## src/rtl/l1_mau_arb_if.sv

```systemverilog
// Bundle of the L1 I/D request ports and the shared MAU port.
// slave = arbiter view, master = cache/memory environment view.
interface l1_mau_arb_if #(
    parameter int ADDR_W = 32,
    parameter int DATA_W = 32,
    parameter int BE_W   = 4,
    parameter int LINE_W = 128
) ();
    logic              l1i_req_val;
    logic [ADDR_W-1:0] l1i_req_addr;
    logic              l1i_req_ack;
    logic [LINE_W-1:0] l1i_ack_data;

    logic              l1d_req_val;
    logic              l1d_req_nc;
    logic              l1d_req_we;
    logic [ADDR_W-1:0] l1d_req_addr;
    logic [DATA_W-1:0] l1d_req_wdata;
    logic [BE_W-1:0]   l1d_req_be;
    logic              l1d_req_ack;
    logic              l1d_ack_nc;
    logic              l1d_ack_we;
    logic [LINE_W-1:0] l1d_ack_data;

    logic              mem_req_val;
    logic              mem_req_nc;
    logic              mem_req_we;
    logic [ADDR_W-1:0] mem_req_addr;
    logic [DATA_W-1:0] mem_req_wdata;
    logic [BE_W-1:0]   mem_req_be;
    logic              mem_req_ack;
    logic [LINE_W-1:0] mem_ack_data;

    modport slave (
        input  l1i_req_val, l1i_req_addr,
        output l1i_req_ack, l1i_ack_data,
        input  l1d_req_val, l1d_req_nc, l1d_req_we, l1d_req_addr, l1d_req_wdata, l1d_req_be,
        output l1d_req_ack, l1d_ack_nc, l1d_ack_we, l1d_ack_data,
        output mem_req_val, mem_req_nc, mem_req_we, mem_req_addr, mem_req_wdata, mem_req_be,
        input  mem_req_ack, mem_ack_data
    );

    modport master (
        output l1i_req_val, l1i_req_addr,
        input  l1i_req_ack, l1i_ack_data,
        output l1d_req_val, l1d_req_nc, l1d_req_we, l1d_req_addr, l1d_req_wdata, l1d_req_be,
        input  l1d_req_ack, l1d_ack_nc, l1d_ack_we, l1d_ack_data,
        input  mem_req_val, mem_req_nc, mem_req_we, mem_req_addr, mem_req_wdata, mem_req_be,
        output mem_req_ack, mem_ack_data
    );
endinterface

```

## src/rtl/l1_mau_arb.sv

```systemverilog
// I/D L1 arbiter for the single MAU port, one outstanding transaction.
// L1_MAU_ARB_RR_EN selects round-robin tie breaking; default is D-cache priority.
module l1_mau_arb #(
    parameter int ADDR_W = 32,
    parameter int DATA_W = 32,
    parameter int BE_W   = 4,
    parameter int LINE_W = 128
) (
    input logic          clk,
    input logic          rst_n,
    l1_mau_arb_if.slave  bus
);

    typedef enum logic [1:0] {
        IDLE   = 2'd0,
        BUSY_I = 2'd1,
        BUSY_D = 2'd2
    } state_t;

    state_t            state;
    state_t            state_nxt;
    logic              last_d;
    logic              grant_d;
    logic              capture;
    logic              i_ack;
    logic              d_ack;

    logic              req_nc;
    logic              req_we;
    logic [ADDR_W-1:0] req_addr;
    logic [DATA_W-1:0] req_wdata;
    logic [BE_W-1:0]   req_be;

    always_comb begin
        grant_d = 1'b0;
`ifdef L1_MAU_ARB_RR_EN
        // On a tie the requester that did not win last time goes first.
        if (bus.l1d_req_val && bus.l1i_req_val)
            grant_d = ~last_d;
        else
            grant_d = bus.l1d_req_val;
`else
        grant_d = bus.l1d_req_val;
`endif
    end

    always_comb begin
        state_nxt = state;
        capture   = 1'b0;
        i_ack     = 1'b0;
        d_ack     = 1'b0;
        case (state)
            IDLE: begin
                if (bus.l1i_req_val || bus.l1d_req_val) begin
                    capture   = 1'b1;
                    state_nxt = grant_d ? BUSY_D : BUSY_I;
                end
            end
            BUSY_I: begin
                if (bus.mem_req_ack) begin
                    i_ack     = 1'b1;
                    state_nxt = IDLE;
                end
            end
            BUSY_D: begin
                if (bus.mem_req_ack) begin
                    d_ack     = 1'b1;
                    state_nxt = IDLE;
                end
            end
            default: state_nxt = IDLE;
        endcase
    end

    always_ff @(posedge clk or negedge rst_n) begin
        if (!rst_n) begin
            state  <= IDLE;
            last_d <= 1'b1;
        end else begin
            state <= state_nxt;
            if (capture)
                last_d <= grant_d;
        end
    end

    always_ff @(posedge clk or negedge rst_n) begin
        if (!rst_n) begin
            req_nc    <= 1'b0;
            req_we    <= 1'b0;
            req_addr  <= '0;
            req_wdata <= '0;
            req_be    <= '0;
        end else if (capture) begin
            if (grant_d) begin
                req_nc    <= bus.l1d_req_nc;
                req_we    <= bus.l1d_req_we;
                req_addr  <= bus.l1d_req_addr;
                req_wdata <= bus.l1d_req_wdata;
                req_be    <= bus.l1d_req_be;
            end else begin
                req_nc    <= 1'b0;
                req_we    <= 1'b0;
                req_addr  <= bus.l1i_req_addr;
                req_wdata <= '0;
                req_be    <= '1;
            end
        end
    end

    assign bus.mem_req_val   = (state != IDLE);
    assign bus.mem_req_nc    = req_nc;
    assign bus.mem_req_we    = req_we;
    assign bus.mem_req_addr  = req_addr;
    assign bus.mem_req_wdata = req_wdata;
    assign bus.mem_req_be    = req_be;

    assign bus.l1i_req_ack   = i_ack;
    assign bus.l1i_ack_data  = bus.mem_ack_data;
    assign bus.l1d_req_ack   = d_ack;
    assign bus.l1d_ack_nc    = req_nc;
    assign bus.l1d_ack_we    = req_we;
    assign bus.l1d_ack_data  = bus.mem_ack_data;

    // The owner must hold val until its ack; dropping it early is a protocol error.
    a_i_holds_val: assert property (@(posedge clk) disable iff (!rst_n)
        (state == BUSY_I) |-> bus.l1i_req_val);
    a_d_holds_val: assert property (@(posedge clk) disable iff (!rst_n)
        (state == BUSY_D) |-> bus.l1d_req_val);
    a_req_stable: assert property (@(posedge clk) disable iff (!rst_n)
        (bus.mem_req_val && !bus.mem_req_ack) |=>
            ($stable(req_nc) && $stable(req_we) && $stable(req_addr) &&
             $stable(req_wdata) && $stable(req_be)));
    a_one_ack: assert property (@(posedge clk) disable iff (!rst_n)
        !(i_ack && d_ack));
    a_last_grant: assert property (@(posedge clk) disable iff (!rst_n)
        capture |=> (last_d == $past(grant_d)));

endmodule

```

## src/flat_wrapper.sv

```systemverilog
// flat-port wrapper written by rule: the top's interface ports become plain ports
module l1_mau_arb_flat 
#(
    parameter int ADDR_W = 32,
    parameter int DATA_W = 32,
    parameter int BE_W   = 4,
    parameter int LINE_W = 128
)
  (clk, rst_n, bus_l1i_req_val, bus_l1i_req_addr, bus_l1i_req_ack, bus_l1i_ack_data, bus_l1d_req_val, bus_l1d_req_nc, bus_l1d_req_we, bus_l1d_req_addr, bus_l1d_req_wdata, bus_l1d_req_be, bus_l1d_req_ack, bus_l1d_ack_nc, bus_l1d_ack_we, bus_l1d_ack_data, bus_mem_req_val, bus_mem_req_nc, bus_mem_req_we, bus_mem_req_addr, bus_mem_req_wdata, bus_mem_req_be, bus_mem_req_ack, bus_mem_ack_data);
  l1_mau_arb_if #(.ADDR_W(ADDR_W), .DATA_W(DATA_W), .BE_W(BE_W), .LINE_W(LINE_W)) bus_i ();
  input logic clk;
  input logic rst_n;
  input wire logic [$bits(bus_i.l1i_req_val)-1:0] bus_l1i_req_val;
  input wire logic [$bits(bus_i.l1i_req_addr)-1:0] bus_l1i_req_addr;
  output wire logic [$bits(bus_i.l1i_req_ack)-1:0] bus_l1i_req_ack;
  output wire logic [$bits(bus_i.l1i_ack_data)-1:0] bus_l1i_ack_data;
  input wire logic [$bits(bus_i.l1d_req_val)-1:0] bus_l1d_req_val;
  input wire logic [$bits(bus_i.l1d_req_nc)-1:0] bus_l1d_req_nc;
  input wire logic [$bits(bus_i.l1d_req_we)-1:0] bus_l1d_req_we;
  input wire logic [$bits(bus_i.l1d_req_addr)-1:0] bus_l1d_req_addr;
  input wire logic [$bits(bus_i.l1d_req_wdata)-1:0] bus_l1d_req_wdata;
  input wire logic [$bits(bus_i.l1d_req_be)-1:0] bus_l1d_req_be;
  output wire logic [$bits(bus_i.l1d_req_ack)-1:0] bus_l1d_req_ack;
  output wire logic [$bits(bus_i.l1d_ack_nc)-1:0] bus_l1d_ack_nc;
  output wire logic [$bits(bus_i.l1d_ack_we)-1:0] bus_l1d_ack_we;
  output wire logic [$bits(bus_i.l1d_ack_data)-1:0] bus_l1d_ack_data;
  output wire logic [$bits(bus_i.mem_req_val)-1:0] bus_mem_req_val;
  output wire logic [$bits(bus_i.mem_req_nc)-1:0] bus_mem_req_nc;
  output wire logic [$bits(bus_i.mem_req_we)-1:0] bus_mem_req_we;
  output wire logic [$bits(bus_i.mem_req_addr)-1:0] bus_mem_req_addr;
  output wire logic [$bits(bus_i.mem_req_wdata)-1:0] bus_mem_req_wdata;
  output wire logic [$bits(bus_i.mem_req_be)-1:0] bus_mem_req_be;
  input wire logic [$bits(bus_i.mem_req_ack)-1:0] bus_mem_req_ack;
  input wire logic [$bits(bus_i.mem_ack_data)-1:0] bus_mem_ack_data;
  assign bus_i.l1i_req_val = bus_l1i_req_val;
  assign bus_i.l1i_req_addr = bus_l1i_req_addr;
  assign bus_l1i_req_ack = bus_i.l1i_req_ack;
  assign bus_l1i_ack_data = bus_i.l1i_ack_data;
  assign bus_i.l1d_req_val = bus_l1d_req_val;
  assign bus_i.l1d_req_nc = bus_l1d_req_nc;
  assign bus_i.l1d_req_we = bus_l1d_req_we;
  assign bus_i.l1d_req_addr = bus_l1d_req_addr;
  assign bus_i.l1d_req_wdata = bus_l1d_req_wdata;
  assign bus_i.l1d_req_be = bus_l1d_req_be;
  assign bus_l1d_req_ack = bus_i.l1d_req_ack;
  assign bus_l1d_ack_nc = bus_i.l1d_ack_nc;
  assign bus_l1d_ack_we = bus_i.l1d_ack_we;
  assign bus_l1d_ack_data = bus_i.l1d_ack_data;
  assign bus_mem_req_val = bus_i.mem_req_val;
  assign bus_mem_req_nc = bus_i.mem_req_nc;
  assign bus_mem_req_we = bus_i.mem_req_we;
  assign bus_mem_req_addr = bus_i.mem_req_addr;
  assign bus_mem_req_wdata = bus_i.mem_req_wdata;
  assign bus_mem_req_be = bus_i.mem_req_be;
  assign bus_i.mem_req_ack = bus_mem_req_ack;
  assign bus_i.mem_ack_data = bus_mem_ack_data;
  l1_mau_arb #(.ADDR_W(ADDR_W), .DATA_W(DATA_W), .BE_W(BE_W), .LINE_W(LINE_W)) u_core (.clk(clk), .rst_n(rst_n), .bus(bus_i));
endmodule
```

## config.mk

```make
export PLATFORM = sky130hd
export DESIGN_NAME = l1_mau_arb_flat
export DESIGN_NICKNAME = d
export VERILOG_FILES = /design/src/rtl/l1_mau_arb_if.sv /design/src/rtl/l1_mau_arb.sv /design/src/flat_wrapper.sv
export SDC_FILE = /design/constraint.sdc
export NUM_CORES = 1
export LEC_CHECK = 0
export ABC_AREA = 1
export BUFFER_PORTS_ARGS = -buffer_cell sky130_fd_sc_hd__clkbuf_2
export CORE_AREA = 2 2 221 223
export CTS_CLUSTER_SIZE = 8
export DETAILED_ROUTE_END_ITERATION = 6
export DIE_AREA = 0 0 223 225
export SYNTH_ARGS = -nofsm -noshare
export SYNTH_HDL_FRONTEND = slang
export SYNTH_SLANG_ARGS = --single-unit
```

## constraint.sdc

```tcl
create_clock -name clk -period 1.3 [get_ports clk]
set_clock_uncertainty 0.1 [all_clocks]
set_input_delay 0.065 -clock clk [delete_from_list [all_inputs] [get_ports clk]]
set_output_delay 0.065 -clock clk [all_outputs]
set_load 0.01 [all_outputs]
```

Word level (Yosys, flattened, before mapping) --
Index checks and enable logic that the tools add are counted. Widths: inputs -> output; s select.
Word-level totals: flip-flop bits (word level) 72, bits in latches 0, memory bits (writable) 0, memory bits (read-only) 0, input bits 235, output and inout bits 331, word-level logic and storage cells 29, memories 0
Cells by class: $add $sub $neg 0, multiply operators 0, divide/modulo/power cells 0, magnitude comparators 0, equal/unequal tests 4, shift-type cells 0, muxes and demuxes 14, bitwise operators 0, reductions and logical operators 5
Operators with widths (number):
- $mux 32 | 2
- $mux 1 | 7
- $mux 2 | 3
- $mux 4 | 1
- $ne 2x1->1 const B | 2
- $pmux 2 s2 | 1
- $eq 2x1->1 const B | 1
- $eq 2x2->1 const B | 1
- $logic_not 2->1 | 1
- $reduce_and 2->1 | 1
- $reduce_bool 2->1 | 1
- $reduce_or 2->1 | 1
- $logic_or 1x1->1 | 1

Logic depth before layout (Yosys ltp) --
Gate-level depths: netlist (run 1).
word-level depth 4, depth in mapped cells 7, gate-level depth less buffers 6

Worst setup path before layout (run 1) --
OpenSTA, ideal clock, no wires.
path kind register -> register, from register u_core.state[0], to register u_core.req_addr[0], in the netlist u_core.bus.mem_req_addr[0], data arrival time 1.190 ns, required time 1.135 ns, setup slack -0.055 ns, stages on the path, launching flop included 8, buffers on the path 1, period minus slack after synthesis 1.355 ns, cell sequence dfrtp_1 inv_1 ha_1 inv_1 nor2_4 buf_2 nand2_1 nand2_1
Between the ends: longest elaborated chain between the ends 2
RTL lines:
- start: declaration | line l1_mau_arb.sv:20 | state_t state;
- start signal: assignment | line l1_mau_arb.sv:80 | state <= state_nxt;
- $logic_not 2->1 | line l1_mau_arb.sv:52 | case (state)
- $mux 1 | line l1_mau_arb.sv:52
- end signal: assignment | line l1_mau_arb.sv:97 | req_addr <= bus.l1d_req_addr;
- end signal: assignment | line l1_mau_arb.sv:103 | req_addr <= bus.l1i_req_addr;
- end: declaration | line l1_mau_arb.sv:30 | logic [ADDR_W-1:0] req_addr;
No other way between the ends. A chain may end at the register's enable or synchronous reset.

Worst setup path in the final report (run 1) --
from register u_core.state[0], to register u_core.req_wdata[12], in the netlist u_core.bus.mem_req_wdata[12]
Between the ends: longest elaborated chain between the ends 2
RTL lines:
- $logic_not 2->1 | line l1_mau_arb.sv:52
- $mux 1 | line l1_mau_arb.sv:52
- end signal: assignment | line l1_mau_arb.sv:98 | req_wdata <= bus.l1d_req_wdata;
- end: declaration | line l1_mau_arb.sv:31 | logic [DATA_W-1:0] req_wdata;
No other way between the ends.

==> results.sh, run 1 <==
export IMPL_status="finished, violations left"
export IMPL_violations="negative setup slack"
export IMPL_maxCapViolations=0
export IMPL_clock_latency_ps=350
export IMPL_htree_levels=3
export IMPL_dr_pass1_iters=7
export IMPL_antenna_found_initial=1
export IMPL_ys_ff_latch=72
export IMPL_max_freq_ghz=0.6804
export IMPL_die_y_um=225
export IMPL_start_kind="flip-flop"
export IMPL_hold_viol=0
export IMPL_period_needed_ps=1470
export IMPL_ant_nets=0
export IMPL_crit_required_ps=1450
export IMPL_drv_slew=0
export IMPL_fin_ws_ps=-169.6
export IMPL_drc=0
export IMPL_worstSetupPathType="flip-flop to flip-flop"
export IMPL_cts_buffers=9
export IMPL_grt_overflow_total=0
export IMPL_die_w_um=223
export IMPL_dpl_cell_area_um2=5121
export IMPL_die_area_um2=50180
export IMPL_core_um2=47550
export IMPL_routed_wl_um=23460
export IMPL_synth_warnings=0
export IMPL_synth_area_leaders="buf_4 37%, dfrtp_1 34%, nand2_1 19%, nand3_1 3.3%, buf_2 1.4%"
export IMPL_synth_enable_flop_cells=0
export IMPL_avgSynthCellArea_um2=7.603
export IMPL_syn_inst=690
export IMPL_synth_top_area_share_pct=37.06
export IMPL_instances_no_fill=1346
export IMPL_synth_most_common_cell="nand2_1"
export IMPL_detail_route_wl_per_cell_um=17.43
export IMPL_p_total_uw=13740
export IMPL_grt_pass1_wl_um=31840
export IMPL_num_nets_final=964
export IMPL_hpwl_um=17130
export IMPL_clk_pin_slew_ps=70
export IMPL_ys_top_cells_by_count="271 x nand2_1, 259 x buf_4, 72 x dfrtp_1"
export IMPL_via_count=4272
export IMPL_io_buffers=181
export IMPL_ctsRootBufferMaster="clkbuf_16"
export IMPL_rows=80
export IMPL_start_util_pct=11.03
export IMPL_clk_path_buf_depth=2
export IMPL_cts_sinks=72
export IMPL_viasPerCell=3.174
export IMPL_yosysTopAreaCell="buf_4"
export IMPL_design_area_um2=6957
export IMPL_drtIter0Drc=158
export IMPL_place_gp_congestion=0.7436
export IMPL_dp_slack_ps=-154.5
export IMPL_ys_types=14
export IMPL_ys_seq_area_share_pct=34.34
export IMPL_hold_class="primary input to flip-flop"
export IMPL_vdd_drop_max_mv=0.6175
export IMPL_worst_slew_pin_transition_ps=360.9
export IMPL_worstPathArrival_ps=1620
export IMPL_power_leakage_uw=0.003583
export IMPL_synth_async_sr_flop_share_pct=100.0
export IMPL_cts_tree="done"
export IMPL_setup_viol=75
export IMPL_p_per_area_nw_per_um2=1974
export IMPL_grt_max_degree=36
export IMPL_pin_count=566
export IMPL_rsz0062_at_grt="true"
export IMPL_synth_ff_type="dfrtp_1"
export IMPL_first_global_vias=4492
export IMPL_finalCritPeriodShare_pct=113.0
export IMPL_track_usage_pct=9.150
export IMPL_final_layout_size_suffix_gt1_share_pct=45.89
export IMPL_dp_cells=1225
export IMPL_synth_area_um2=5246
export IMPL_maxSlewHeadroom_pct=75.94
export IMPL_syn_nets=929
export IMPL_end_kind="flip-flop"
export IMPL_area_delta_synth_final_pct=32.60
export IMPL_cp_max_fo=8
## critical path: stages, from the launching register on
cell	delay (ps)
dfrtp_1	400
inv_2	100
ha_4	150
buf_6	100
o21ai_4	90
buf_6	160
buf_16	160
nand2_4	70
nand2_2	40
## per-stage QoR
step | utilization (%) | hold WS [ps] | setup TNS [ps]
5_1_grt | 14.63 | 23.78 | -13390
6_report | 14.63 | 3.968 | -9470
3_3_place_gp | 10.77 | -125.2 | -8003
2_1_floorplan | - | -330.6 | -703.8
4_1_cts | 14.25 | 0.7590 | -10360
3_5_place_dp | 10.77 | -125.3 | -9030
## where the power goes
group | internal (uW) | total [uW] | switching [uW]
Clock | 1350 | 2480 | 1130
Sequential | 3330 | 4240 | 914
Combinational | 3120 | 7010 | 3890
## registers in the layout (all words and copies together), names as in the netlist
signal and flops:
u_core.bus.l1d_ack_nc 1, u_core.bus.mem_req_wdata 32, u_core.bus.mem_req_be 4, u_core.bus.mem_req_addr 32, u_core.bus.l1d_ack_we 1, u_core.state 2
## cell usage in the layout (no fill, tap or decap)
master,instances
buf_12,8
buf_16,5
buf_4,14
buf_6,12
clkbuf_16,9
clkbuf_2,176
clkbuf_8,1
clkinv_2,2
clkinv_4,1
clkinvlp_4,2
dfrtp_1,72
diode_2,1
dlygate4sd3_1,92
ha_4,4
inv_1,2
inv_2,7
inv_6,1
nand2_1,182
nand2_2,64
nand2_4,25
nand3_1,35
nand4_1,1
nor2_1,11
nor2_2,2
nor2_4,1
o21ai_4,1
## final cells by class
cell class,count,area (um^2)
antenna,1,2.502
clock buffer,10,239.0
multi-input combinational,326,1728
fill,5366,40590
tap,615,769.5
sequential,72,1802
inverter,9,33.78
clock inverter,6,42.54
timing repair buffer,307,2340
## kinds of logic after synthesis
group           Yosys count  share of synthesized area, %
buf+inv                 292                         40.50
fa+ha+maj                 4                        0.9540
simple gates            321                         24.04
compound gates            1                        0.1670
flops                    72                         34.34
## metal layers
layer	global-route usage (%)	up-vias	share of wire (%)
met5	0.7820	-	0.23
met1	9.155	1892	35
met3	5.463	81	14
met2	15.14	384	48
met4	4.243	2	3.4
li1	-	1913	-
## repair_timing
action,in CTS,in global routing
pin swaps,23,8
buffers inserted,7,1
hold buffers,92,0
gates resized for setup,87,63
cloned,6,0
setup endpoints to repair,75,75
hold endpoints to repair,139,0
## path summary, 6_finish.rpt
kind	start	end	slack (ps)	depth (start not counted)
setup / recovery	u_core.state[0]$_DFFE_PN0P_	u_core.bus.mem_req_wdata[12]$_DFFE_PN0P_	-170	8
max in group asynchronous	rst_n	u_core.bus.mem_req_addr[16]$_DFFE_PN0P_	510	3
hold / removal	bus_l1i_req_addr[21]	u_core.bus.mem_req_addr[21]$_DFFE_PN0P_	4	5
setup reg to reg	u_core.state[0]$_DFFE_PN0P_	u_core.bus.mem_req_wdata[12]$_DFFE_PN0P_	-170	8
min in group asynchronous	rst_n	u_core.bus.mem_req_wdata[11]$_DFFE_PN0P_	70	2
hold reg to reg	u_core.bus.mem_req_wdata[9]$_DFFE_PN0P_	u_core.bus.mem_req_wdata[9]$_DFFE_PN0P_	380	2
(Power assumes the default switching activity.)
==> run 2, diff against run 1 <==
--- a/config.mk
+++ b/config.mk
@@ -11,6 +11,7 @@
 export CTS_CLUSTER_SIZE = 8
 export DETAILED_ROUTE_END_ITERATION = 6
 export DIE_AREA = 0 0 223 225
+export HOLD_SLACK_MARGIN = 0.1
 export SYNTH_ARGS = -nofsm -noshare
 export SYNTH_HDL_FRONTEND = slang
 export SYNTH_SLANG_ARGS = --single-unit
==> run 2 against run 1 <==
  * The flow still finishes with violations (negative setup slack)
  * Die area stayed put
  * Cell area is 21% higher
  * Global-route usage is 0.56 points higher
  * Critical endpoint is now u_core.bus.mem_req_wdata[19]$_DFFE_PN0P_
  * Total power is 5.8% higher
  * Wire length is 9.4% higher
  * First-iteration DRC count is 24% higher
  * Critical path depth stayed put
  * Fmax is 0.56% higher
  * Sequential power hardly changed
  * Largest cell class unchanged
==> results.sh, run 2 (same netlist as run 1, synthesis figures left out) <==
export IMPL_status="finished, violations left"
export IMPL_violations="negative setup slack"
export IMPL_die_w_um=223
export IMPL_num_nets_final=1107
export IMPL_switching_share_pct=44.23
export IMPL_via_count=4935
export IMPL_crit_required_ps=1490
export IMPL_start_kind="flip-flop"
export IMPL_core_um2=47550
export IMPL_power_frac_comb_pct=53.6
export IMPL_final_util_pct=17.68
export IMPL_pin_count=566
export IMPL_grt_pass1_wl_um=34380
export IMPL_die_y_um=225
export IMPL_reg2reg_depth=8
export IMPL_setup_viol=75
export IMPL_hold_path_startpoint="bus_l1d_req_val"
export IMPL_ctsRootBufferMaster="clkbuf_16"
export IMPL_final_layout_size_suffix_gt1_share_pct=38.72
export IMPL_period_needed_ps=1461
export IMPL_critical_path_slowest_cell="dfrtp_1"
export IMPL_worstPathArrival_ps=1650
export IMPL_worstSetupPathType="flip-flop to flip-flop"
export IMPL_fin_ws_ps=-161.4
export IMPL_p_per_area_nw_per_um2=1729
export IMPL_ant_nets=0
export IMPL_viasPerCell=3.312
export IMPL_htree_levels=3
export IMPL_netSwitchingPower_uw=6430
export IMPL_rsz0062_at_grt="true"
export IMPL_power_leakage_uw=0.004180
export IMPL_hpwl_um=17130
export IMPL_die_area_um2=50180
export IMPL_cts_buffers=9
export IMPL_antenna_found_initial=3
export IMPL_routed_wl_um=25680
export IMPL_setup_tns_ps=-9031
export IMPL_crit_path_cell_trace="inv_2 > ha_4 > buf_6 > o21ai_4 > buf_6 > buf_16 > nand2_4 > nand2_2"
export IMPL_critPathLaunch="u_core.state[0]$_DFFE_PN0P_"
export IMPL_hold_class="primary input to flip-flop"
export IMPL_finalCritPeriodShare_pct=112.4
export IMPL_dr_pass1_iters=4
export IMPL_rows=80
export IMPL_detail_route_wl_per_cell_um=17.23
export IMPL_dpl_cell_area_um2=5121
export IMPL_end_kind="flip-flop"
export IMPL_dp_cells=1225
export IMPL_worst_slew_pin_transition_ps=399.2
export IMPL_clk_pin_slew_ps=60
export IMPL_track_usage_pct=9.706
export IMPL_crit_top_cell="buf_6"
export IMPL_clock_latency_ps=350
export IMPL_first_global_vias=5166
export IMPL_layout_commonest_cell="dlygate4sd3_1"
export IMPL_hold_path_end="u_core.state[1]$_DFFE_PN0P_"
export IMPL_clk_path_buf_depth=2
export IMPL_drc=0
export IMPL_grt_max_degree=36
export IMPL_start_util_pct=11.03
export IMPL_io_buffers=181
export IMPL_reg2reg_to="u_core.bus.mem_req_wdata[19]$_DFFE_PN0P_"
export IMPL_maxCapViolations=0
export IMPL_reg2reg_slack_ps=-160
export IMPL_clkPwrFrac_pct=17.1
export IMPL_power_share_sequential_pct=29.3
export IMPL_instances_no_fill=1490
export IMPL_area_delta_synth_final_pct=60.24
export IMPL_min_path_cells=6
export IMPL_drv_slew=0
export IMPL_grt_overflow_total=0
export IMPL_p_int_uw=8107
export IMPL_max_stage_delay_ps=380
export IMPL_place_gp_congestion=0.7436
export IMPL_hold_viol=0
export IMPL_maxSlewHeadroom_pct=73.30
export IMPL_p_total_uw=14540
export IMPL_drtIter0Drc=196
export IMPL_vdd_drop_max_mv=0.6353
export IMPL_cts_tree="done"
export IMPL_final_cell_mix="235 x dlygate4sd3_1, 180 x nand2_1, 176 x clkbuf_2, 72 x dfrtp_1, 67 x nand2_2"
export IMPL_cp_max_fo=8
export IMPL_r2r_start="u_core.state[0]$_DFFE_PN0P_"
export IMPL_cts_sinks=72
export IMPL_design_area_um2=8407
export IMPL_max_freq_ghz=0.6843
## run 2: cell types whose count changed in the layout (fill, tap and decap cells not counted), sizes merged
cell         previous run  this run
diode                   1         2
dlygate4sd3            92       235
## run 2: worst max-delay path by stage
stage                                                     endpoint  cells after the start
after detailed placement   u_core.bus.mem_req_addr[15]$_DFFE_PN0P_                      7
after floorplan           u_core.bus.mem_req_wdata[11]$_DFFE_PN0P_                      6
after CTS                                          bus_l1i_req_ack                      6
final                     u_core.bus.mem_req_wdata[19]$_DFFE_PN0P_                      8
after global routing       u_core.bus.mem_req_addr[16]$_DFFE_PN0P_                      8
after global placement     u_core.bus.mem_req_addr[18]$_DFFE_PN0P_                      7
## run 2: area by class of cell
class | instances | area (um^2)
inverters | 9 | 33.78
clock inverters | 6 | 42.54
diodes | 2 | 5.005
fillers | 5244 | 39140
multi-input cells | 326 | 1733
well taps | 615 | 769.5
clock buffers | 10 | 239.0
flip-flops and latches | 72 | 1802
repair buffers | 450 | 3782
## run 2: critical path, delay by kind of cell (launching register included)
kind | cells | cell delay [ps]
flip-flops | 1 | 380
adder cells (fa/ha/maj) | 1 | 160
AO/OA/AOI/OAI | 1 | 110
buffers and inverters | 4 | 530
AND/OR/NAND/NOR | 2 | 100
## run 2: metrics by stage
stage	hold WS, ps	setup slack [ps]
after detailed placement	-125.3	-154.5
after floorplan	-330.6	-19.61
after global routing	179.2	-220.1
after global placement	-125.2	-135.4
after CTS	146.1	-190.4
final	173.3	-161.4
## run 2: power by group through the flow
stage | Combinational, uW | Sequential, uW | Clock, uW
after global routing | 8500 | 4410 | 2720
after global placement | 5040 | 3940 | 0
after floorplan | 2880 | 4420 | 0
final | 7790 | 4260 | 2490
after CTS | 7580 | 4100 | 2670
after detailed placement | 5110 | 3970 | 0
## run 2: routing by layer
layer,wire length (um),global-route usage (%)
met4,685,3.572
met1,9715,10.79
met3,2546,3.807
met2,12730,16.75
met5,0,0
## run 2: repair_timing
item,CTS,global route
resized for setup,87,68
setup buffers,7,1
pin swaps,23,4
hold buffers,235,0
hold endpoints to repair,400,0
gates cloned,6,0
endpoints found under the setup margin,75,133
